--- config.mk ---
export PLATFORM = sky130hd
export DESIGN_NAME = seq_detect_param
export DESIGN_NICKNAME = d
export VERILOG_FILES = /design/src/rtl/seq_det_pkg.sv /design/src/rtl/seq_det_cmp.sv /design/src/rtl/seq_detect_param.sv
export SDC_FILE = /design/constraint.sdc
export NUM_CORES = 1
export LEC_CHECK = 0
export ABC_AREA = 1
export BUFFER_PORTS_ARGS = -buffer_cell sky130_fd_sc_hd__buf_2
export CELL_PAD_IN_SITES_DETAIL_PLACEMENT = 1
export CELL_PAD_IN_SITES_GLOBAL_PLACEMENT = 2
export CORE_MARGIN = 8
export CORE_UTILIZATION = 36
export CTS_BUF_LIST = sky130_fd_sc_hd__clkbuf_4
export CTS_CLUSTER_DIAMETER = 60
export DETAILED_ROUTE_END_ITERATION = 10
export PLACE_DENSITY = 0.93
export SLEW_MARGIN = 20
export SYNTH_ARGS = -nofsm -noshare
export SYNTH_HDL_FRONTEND = slang
export SYNTH_SLANG_ARGS = --single-unit
--- constraint.sdc ---
create_clock -name clk -period 4.45 [get_ports clk]
set_input_delay 0.2225 -clock clk [delete_from_list [all_inputs] [get_ports clk]]
set_output_delay 0.2225 -clock clk [all_outputs]
set_load 0.01 [all_outputs]
--- src/rtl/seq_det_pkg.sv ---
// Shared FSM encoding and default sizing for the serial sequence detector.
package seq_det_pkg;

   localparam int SYM_W_D   = 2;
   localparam int MAX_LEN_D = 8;
   localparam int CNT_W_D   = 8;

   typedef enum logic [1:0] {
      S_IDLE  = 2'd0,
      S_FILL  = 2'd1,
      S_ARMED = 2'd2
   } state_t;

endpackage

--- src/rtl/seq_det_cmp.sv ---
// Length-masked equality of a symbol window against the stored pattern.
// win[0] is the newest symbol; it lines up with pat[len-1].
module seq_det_cmp
   import seq_det_pkg::*;
#(
   parameter int SYM_W   = SYM_W_D,
   parameter int MAX_LEN = MAX_LEN_D,
   parameter int LEN_W   = $clog2(MAX_LEN_D + 1)
) (
   input  logic [MAX_LEN-1:0][SYM_W-1:0] win,
   input  logic [MAX_LEN-1:0][SYM_W-1:0] pat,
   input  logic [LEN_W-1:0]              len,
   output logic                          eq
);

   localparam int IDX_W = $clog2(MAX_LEN);

   logic [MAX_LEN-1:0] ok;

   for (genvar k = 0; k < MAX_LEN; k++) begin : g_ent
      logic [IDX_W-1:0] pidx;
      always_comb begin
         pidx  = IDX_W'(len - LEN_W'(k) - LEN_W'(1));
         ok[k] = 1'b1;
         // entries beyond the active length never block a match
         if (LEN_W'(k) < len)
            ok[k] = (win[k] == pat[pidx]);
      end
   end

   assign eq = &ok;

endmodule

--- src/rtl/seq_detect_param.sv ---
// Configurable serial pattern detector with overlap control.
// Define SEQ_DET_CNT_EN to add the saturating match counter (match_cnt, cnt_clr).
module seq_detect_param
   import seq_det_pkg::*;
#(
   parameter int SYM_W   = SYM_W_D,
   parameter int MAX_LEN = MAX_LEN_D,
   parameter int CNT_W   = CNT_W_D
) (
   input  logic                         clk,
   input  logic                         clr,
   input  logic                         sym_vld,
   input  logic [SYM_W-1:0]             sym,
   input  logic                         cfg_we,
   input  logic [$clog2(MAX_LEN)-1:0]   cfg_idx,
   input  logic [SYM_W-1:0]             cfg_sym,
   input  logic                         len_we,
   input  logic [$clog2(MAX_LEN+1)-1:0] cfg_len,
   input  logic                         ovl_en,
`ifdef SEQ_DET_CNT_EN
   input  logic                         cnt_clr,
   output logic [CNT_W-1:0]             match_cnt,
`endif
   output logic                         match,
   output logic [1:0]                   state_o
);

   localparam int LEN_W = $clog2(MAX_LEN + 1);

   logic [MAX_LEN-1:0][SYM_W-1:0] hist, pat, win;
   logic [LEN_W-1:0] len, len_ld, fill, fill_n, fill_inc;
   state_t           state, state_n;
   logic             accept, cfg_any, eq, hit;

   assign cfg_any  = cfg_we | len_we;
   assign accept   = sym_vld & ~cfg_any;
   assign win      = {hist[MAX_LEN-2:0], sym};
   assign len_ld   = (cfg_len > LEN_W'(MAX_LEN)) ? LEN_W'(MAX_LEN) : cfg_len;
   assign fill_inc = (fill == LEN_W'(MAX_LEN)) ? fill : fill + 1'b1;
   assign hit      = (state == S_ARMED) & accept & eq;
   assign state_o  = state;

   seq_det_cmp #(
      .SYM_W   (SYM_W),
      .MAX_LEN (MAX_LEN),
      .LEN_W   (LEN_W)
   ) u_cmp (
      .win (win),
      .pat (pat),
      .len (len),
      .eq  (eq)
   );

   always_comb begin
      state_n = state;
      fill_n  = fill;
      if (cfg_any)
         fill_n = '0;
      else if (accept)
         fill_n = (hit && !ovl_en) ? '0 : fill_inc;

      if (len_we) begin
         if (len_ld == '0)             state_n = S_IDLE;
         else if (len_ld == LEN_W'(1)) state_n = S_ARMED;
         else                          state_n = S_FILL;
      end else begin
         case (state)
            S_IDLE: ;
            S_FILL: begin
               if (cfg_we)
                  state_n = S_FILL;
               else if (accept && fill_inc >= len - 1'b1)
                  state_n = S_ARMED;
            end
            S_ARMED: begin
               // a length-1 pattern is armed even with an empty history
               if (len != LEN_W'(1) && (cfg_we || (hit && !ovl_en)))
                  state_n = S_FILL;
            end
            default: state_n = S_IDLE;
         endcase
      end
   end

   always_ff @(posedge clk) begin
      if (clr) begin
         state <= S_IDLE;
         fill  <= '0;
         len   <= '0;
         pat   <= '0;
         hist  <= '0;
         match <= 1'b0;
      end else begin
         state <= state_n;
         fill  <= fill_n;
         match <= hit;
         if (len_we)
            len <= len_ld;
         if (cfg_we && int'(cfg_idx) < MAX_LEN)
            pat[cfg_idx] <= cfg_sym;
         if (accept)
            hist <= win;
      end
   end

`ifdef SEQ_DET_CNT_EN
   // counts on the accepting edge so the count moves together with the pulse
   always_ff @(posedge clk) begin
      if (clr || cnt_clr)
         match_cnt <= '0;
      else if (hit && match_cnt != '1)
         match_cnt <= match_cnt + 1'b1;
   end
`endif

endmodule

### Word-level counts from Yosys, hierarchy flattened

Cells that the tools add are included.

| word-level totals | value |
|---|---|
| register bits | 41 |
| input port bits | 17 |
| output and inout bits | 3 |
| logic and storage cells | 123 |

| cells by class | value |
|---|---|
| $add $sub $neg | 15 |
| $lt $le $gt $ge | 20 |
| eq/ne operators | 16 |
| muxes and demuxes | 37 |
| bitwise operators | 5 |
| reductions and logical operators | 11 |

Operators with widths:

| operator | number |
|---|---|
| binary-select mux 2 bit (select 3 bit) | 8 |
| < comparator 3 x 4 -> 1 bit, second input constant | 9 |
| two-way mux 2 bit | 15 |
| subtractor 3 x 1 -> 3 bit, second input constant | 7 |
| bitwise mux 16 bit | 1 |
| equality test 2 bit | 8 |
| < comparator 3 x 4 -> 1 bit, first input constant | 4 |
| two-way mux 4 bit | 3 |
| subtractor 3 bit, second input constant | 4 |
| < comparator 1 x 4 -> 1 bit, first input constant | 2 |
| < comparator 2 x 4 -> 1 bit, first input constant | 2 |
| two-way mux 1 bit | 8 |
| AND reduction 8 bit | 1 |
| demux 2 bit (select 3 bit) | 1 |
| case mux 2 bit (3 select lines) | 1 |
| subtractor 3 x 2 -> 3 bit, second input constant | 2 |
| adder 4 x 1 -> 4 bit, second input constant | 1 |
| equality test 4 x 1 -> 1 bit, second input constant | 1 |
| equality test 4 bit, second input constant | 1 |
| >= comparator 4 bit | 1 |
| greater-than comparator 4 bit, second input constant | 1 |
| logical AND 1 bit | 4 |
| logical NOT 4 bit | 1 |
| != test 4 x 1 -> 1 bit, second input constant | 1 |
| 15 further kinds | 17 |

### Depth between registers and ports, before layout

| logic depth | value |
|---|---|
| depth in word-level cells | 14 |
| gate-level depth with buffers | 23 |
| mapped depth without buffers | 21 |

### Modules after synthesis

Synthesis repeated with hierarchy kept, for this count alone.

| second synthesis, totals | value |
|---|---|
| cell total of the unflattened synthesis | 519 |
| area, all modules | 3100.5 µm² |

By module, submodules not included:

| module | instances | cells an instance | area each (µm²) | seq. area each (µm²) |
|---|---|---|---|---|
| seq_detect_param | 1 | 267 | 1929.4 | 820.8 |
| seq_det_cmp | 1 | 252 | 1171.1 | 0.0 |

### Least setup slack after synthesis

OpenSTA, ideal clock, no wires.

| timing | value |
|---|---|
| kind | reg-to-reg |
| start point | reg len[0] |
| end point | reg state[0], in the netlist state_o[0] |
| setup time | 115 ps |
| arrival time | 2387 ps |
| required time | 4335 ps |
| slack | 1948 ps |
| cell stages (with the launch flop) | 24 |
| buffers on the path | 3 |
| period minus slack after synthesis | 2502 ps |
| cells stage by stage | dfxtp_1 -> buf_6 -> inv_8 -> buf_8 -> ha_1 -> buf_2 -> nand2_1 -> nand2_1 -> nand2_1 -> nand2_1 -> nand2_1 -> nand3_1 -> nand2_1 -> nand2_1 -> nand2_1 -> nand3_1 -> nor2_2 -> nand3_2 -> nand2_1 -> nand2_1 -> nand2_2 -> nand3_1 -> nand2_1 -> nor2_1 |

| on the way | value |
|---|---|
| longest elaborated chain between the ends | 13 |
| elaborated cells between the ends (all ways) | 65 |
| classes of those cells | add/sub (14); order compare (9); eq/ne (11); mux (24); bitwise (1); reduce/logical (6) |

RTL lines:

| element | RTL line | source |
|---|---|---|
| start: declaration | seq_detect_param.sv:31 | `logic [LEN_W-1:0] len, len_ld, fill, fill_n, fill_inc;` |
| start signal: assignment | seq_detect_param.sv:98 | `len <= len_ld;` |
| subtractor 4 x 1 -> 4 bit (tied with other cells) | seq_det_cmp.sv:23 | `pidx = IDX_W'(len - LEN_W'(k) - LEN_W'(1));` |
| subtractor 3 x 1 -> 3 bit | seq_det_cmp.sv:23 |  |
| binary-select mux 2 bit (select 3 bit) | seq_det_cmp.sv:27 | `ok[k] = (win[k] == pat[pidx]);` |
| two-way mux 2 bit (implied by the code) | seq_det_cmp.sv:27 |  |
| equality test 2 bit | seq_det_cmp.sv:27 |  |
| two-way mux 1 bit | seq_det_cmp.sv:26 | `if (LEN_W'(k) < len)` |
| AND reduction 8 bit | seq_det_cmp.sv:31 | `assign eq = &ok;` |
| AND 1 bit | seq_detect_param.sv:40 | `assign hit = (state == S_ARMED) & accept & eq;` |
| logical AND 1 bit | seq_detect_param.sv:77 | `if (len != LEN_W'(1) && (cfg_we \|\| (hit && !ovl_en)))` |
| logical OR 1 bit | seq_detect_param.sv:77 |  |
| logical AND 1 bit | seq_detect_param.sv:77 |  |
| != test 3 x 2 -> 1 bit (no source line) | n/a |  |
| AND reduction 3 bit (no source line) (*) | n/a |  |
| end signal: assignment | seq_detect_param.sv:94 | `state <= state_n;` |
| end: declaration | seq_detect_param.sv:32 | `state_t state, state_n;` |

Every way passes the cells marked *; elsewhere a longest branch is shown, timed or not. The select of a mux whose other input is x is not followed.
A chain may end at the register's enable or synchronous reset.

### Worst setup path in the final report

| timing | value |
|---|---|
| start point | reg len[1] |
| end point | reg state[1], in the netlist state_o[1] |

Same word-level chain as after synthesis.

==> impl_results.md <==
- Pre-antenna DRT Iters: 4
- Clock latency on the worst-skew pair: 0.36 ns
- Cell depth of the worst flop-to-flop path: 21
- Status: complete, no violations
- Fin worst setup slack: 1.25 ns
- Startpoint of the tightest hold check path: clr
- Highest-count cells in the layout ignoring fill and taps: 184 x sky130_fd_sc_hd__nand2_1, 76 x sky130_fd_sc_hd__nand3_1, 64 x sky130_fd_sc_hd__inv_1
- Number of nets in the final layout: 583
- Average instance area after synthesis: 5.94 um2
- I/O pin count: 20
- Slew at the pin closest to its max-slew limit: 0.997 ns
- Layout cell share with drive strength beyond 1: 10.7%
- Clock input transition at the sequential cells of the worst setup and hold paths: 0.13 ns
- Worst flop-to-flop path endpoint: state_o[1]
- Largest net degree at the start of global routing: 34
- Final worst-path cycle share: 72.0%
- Slew HR: 33.5%
- Max-slew violation count: 0
- Number of buffers added to fix hold violations after cts: 0
- Count of buffers inserted at the top-level ports: 19
- Hold Slack: 0.0867 ns
- Post-placement worst setup slack: 1.32 ns
- Half-perimeter wire length after placement: 8260 um
- Number of standard-cell rows in the floorplan: 34
- Achievable Freq: 0.312 GHz
- Post-synthesis mux area share: 0%
- Endpoint arrival time on the critical path: 3.47 ns
- DRC viols: 0
- Type of element launching the critical path: flop
- Critical path required time: 4.71 ns
- R2R Path Start: len[1]
- Clock net sink count: 41
- Number of cells produced by synthesis: 539
- Global-route usage over all layers: 17.7%
- Setup_tns: 0 ns
- Main combinational cell family by area after synthesis: simple AND/OR/NAND/NOR gates
- Power per Cell Area: 261 mW/mm2
- Distinct cell type count after synthesis: 26
- Area Overhead vs Synth: 6.41%
- Leakage power: 1.64 nW
- Cell count of the worst hold path: 2
- Worst min-delay path class: input pin to flop
- Root Buffer Master: sky130_fd_sc_hd__clkbuf_4
- Count of final setup violators: 0
- Setup repair after global routing missed its margin: no
- Initial antenna violation count: 0
- Area share of fa/ha/maj cells after synthesis: 5.47%
- Number of buffers on the longest clock path: 2
- Simple logic cell fraction of the synthesized area: 44.1%
- Average via count per standard cell: 5.06
- Post-cts sizing count: 0
- Wire length per cell: 15.3 um
- Number of standard cells in the layout, taps in and fillers out: 661
- Peak supply drop: 0.000110 V
- Syn. warnings: 0
- Placeable core area: 0.00868 mm2
- Number of cells in the design after placement: 653
- Vert. Die Dim: 110 um
- Final Hold Violating Endpoints: 0
- Global-route wire length before repair: 17000 um
- Highest net fanout along the worst path: 13
- Worst Hold End: len[1]
- Global placement routability congestion: 0.887
- Post-route ant nets: 0
- Clock H-tree levels: 2
- Starting Density: 36.9%
- Reg2reg setup slack: 1.25 ns
- Number of global-route vias before repair: 3449
- Net count after synthesis: 570
- Most common cell after layout, fill and taps aside: sky130_fd_sc_hd__nand2_1
- Type of element capturing the critical path: flop
- Compound-cell area share of the yosys netlist: 12.2%
- Vias post-DR: 3346
- Cell Area, Synth: 0.00320 mm2
- Grt ovf: 0
- Clock skew after layout: 0.0115 ns
- Antenna diode count: 0
- Total of flip-flops plus latches after synthesis: 41
- TritonCTS buffer count: 5
- Routed wire length: 10100 um
- Clock tree from TritonCTS: done
- Starting DRT DRC Count: 176
- Setup repair bufs after CTS: 0
- Max-cap check violation count: 0
- Horiz. Die Dim: 110 um
- Total die area: 0.0122 mm2
- Minimum clock period after layout: 3.20 ns
- Synth Area in XOR/XNOR: 0.820%
- Share of the yosys chip area belonging to registers: 25.6%
- Worst Setup Path Type: flop to flop
## metrics by stage
stage / utilization (%) / total power [mW] / instance area [um2]
floorplan: - / 0.576 / 3200
global placement: 38.4 / 0.633 / 3330
detailed placement: 38.4 / 0.641 / 3330
CTS: 39.3 / 0.897 / 3410
global route: 39.3 / 0.951 / 3410
finish: 39.3 / 0.890 / 3410
## critical path, stage by stage (launching register included)
cell and delay, ns:
sky130_fd_sc_hd__dfxtp_1 0.58, sky130_fd_sc_hd__inv_2 0.20, sky130_fd_sc_hd__ha_1 0.58, sky130_fd_sc_hd__inv_2 0.16, sky130_fd_sc_hd__nand2_1 0.10, sky130_fd_sc_hd__nand2_1 0.16
sky130_fd_sc_hd__nand2_1 0.12, sky130_fd_sc_hd__nand2_1 0.06, sky130_fd_sc_hd__nand2_1 0.06, sky130_fd_sc_hd__nand3_1 0.07, sky130_fd_sc_hd__nand2_1 0.06, sky130_fd_sc_hd__nand2_1 0.07
sky130_fd_sc_hd__nand2_1 0.06, sky130_fd_sc_hd__nand3_1 0.08, sky130_fd_sc_hd__nor2_2 0.16, sky130_fd_sc_hd__nand3_2 0.14, sky130_fd_sc_hd__nand2_1 0.09, sky130_fd_sc_hd__nand2_1 0.06
sky130_fd_sc_hd__nand2_2 0.08, sky130_fd_sc_hd__nand3_1 0.07, sky130_fd_sc_hd__nand2_1 0.07, sky130_fd_sc_hd__nor2_1 0.06
## logic make-up after synthesis
| group | after synthesis |
|---|---|
| fa+ha+maj | 14 |
| flops | 41 |
| buf+inv | 82 |
| compound gates | 77 |
| simple gates | 322 |
| xor+xnor | 3 |
## worst max-delay path by stage
stage	cells after the start	endpoint	from	slack [ns]
6_report	21	state_o[1]	len[1]	1.25
5_1_grt	21	state_o[1]	len[1]	0.94
4_1_cts	21	state_o[1]	len[1]	1.30
3_5_place_dp	21	state_o[1]	len[1]	1.32
3_3_place_gp	21	state_o[0]	len[1]	1.47
2_1_floorplan	23	state_o[0]	len[0]	1.95
## state kept, by name (all words and copies together), names as in the netlist
register,cells
fill,4
hist,14
state_o,2
match,1
len,4
pat,16
## layout make-up
| class | instances | area [um2] |
|---|---|---|
| fill | 1232 | 5270 |
| multi-input combinational | 416 | 2010 |
| sequential | 41 | 821 |
| inverter | 68 | 265 |
| tap | 108 | 135 |
| timing repair buffer | 20 | 103 |
| clock buffer | 6 | 45.0 |
| clock inverter | 2 | 33.8 |
## metal layers
metal	up-vias	GRT usage [%]	share of wire [%]
met3	13	2.56	3.2
met1	1538	23.6	48
met2	49	29.1	47
met5	-	0	0
met4	0	4.66	1.2
li1	1746	-	-
## cells in the mapped netlist
master                     number  area share, %
sky130_fd_sc_hd__inv_1         64            7.5
sky130_fd_sc_hd__nand4_1        1           0.20
sky130_fd_sc_hd__a21oi_1       41            6.4
sky130_fd_sc_hd__a211oi_1       1           0.23
sky130_fd_sc_hd__buf_12         1           0.63
sky130_fd_sc_hd__inv_4          1           0.20
sky130_fd_sc_hd__nand3_2        4            1.3
sky130_fd_sc_hd__inv_8          1           0.35
sky130_fd_sc_hd__xor2_1         2           0.55
sky130_fd_sc_hd__o211ai_1       1           0.23
sky130_fd_sc_hd__nor2_1        27            3.2
sky130_fd_sc_hd__nor2_2         2           0.39
sky130_fd_sc_hd__buf_8          1           0.47
sky130_fd_sc_hd__nand3b_1       6            1.4
sky130_fd_sc_hd__buf_4          2           0.47
sky130_fd_sc_hd__inv_2          2           0.23
sky130_fd_sc_hd__nand3_1       76             12
sky130_fd_sc_hd__nand2_2       22            4.3
sky130_fd_sc_hd__buf_2          1           0.16
sky130_fd_sc_hd__dfxtp_1       41             26
sky130_fd_sc_hd__clkbuf_1       6           0.70
sky130_fd_sc_hd__buf_6          3            1.1
sky130_fd_sc_hd__nand2_1      184             22
sky130_fd_sc_hd__o21ai_0       34            5.3
sky130_fd_sc_hd__ha_1          14            5.5
sky130_fd_sc_hd__xnor2_1        1           0.27
## report_power, final
part	total (mW)	internal [mW]	switching, mW	leakage (nW)
sequential	0.400	0.383	0.0170	0.334
clock	0.257	0.123	0.134	0.0433
combinational	0.233	0.0773	0.155	1.27
total	0.890	0.584	0.306	1.64
Power figures use the tool's default switching activity.
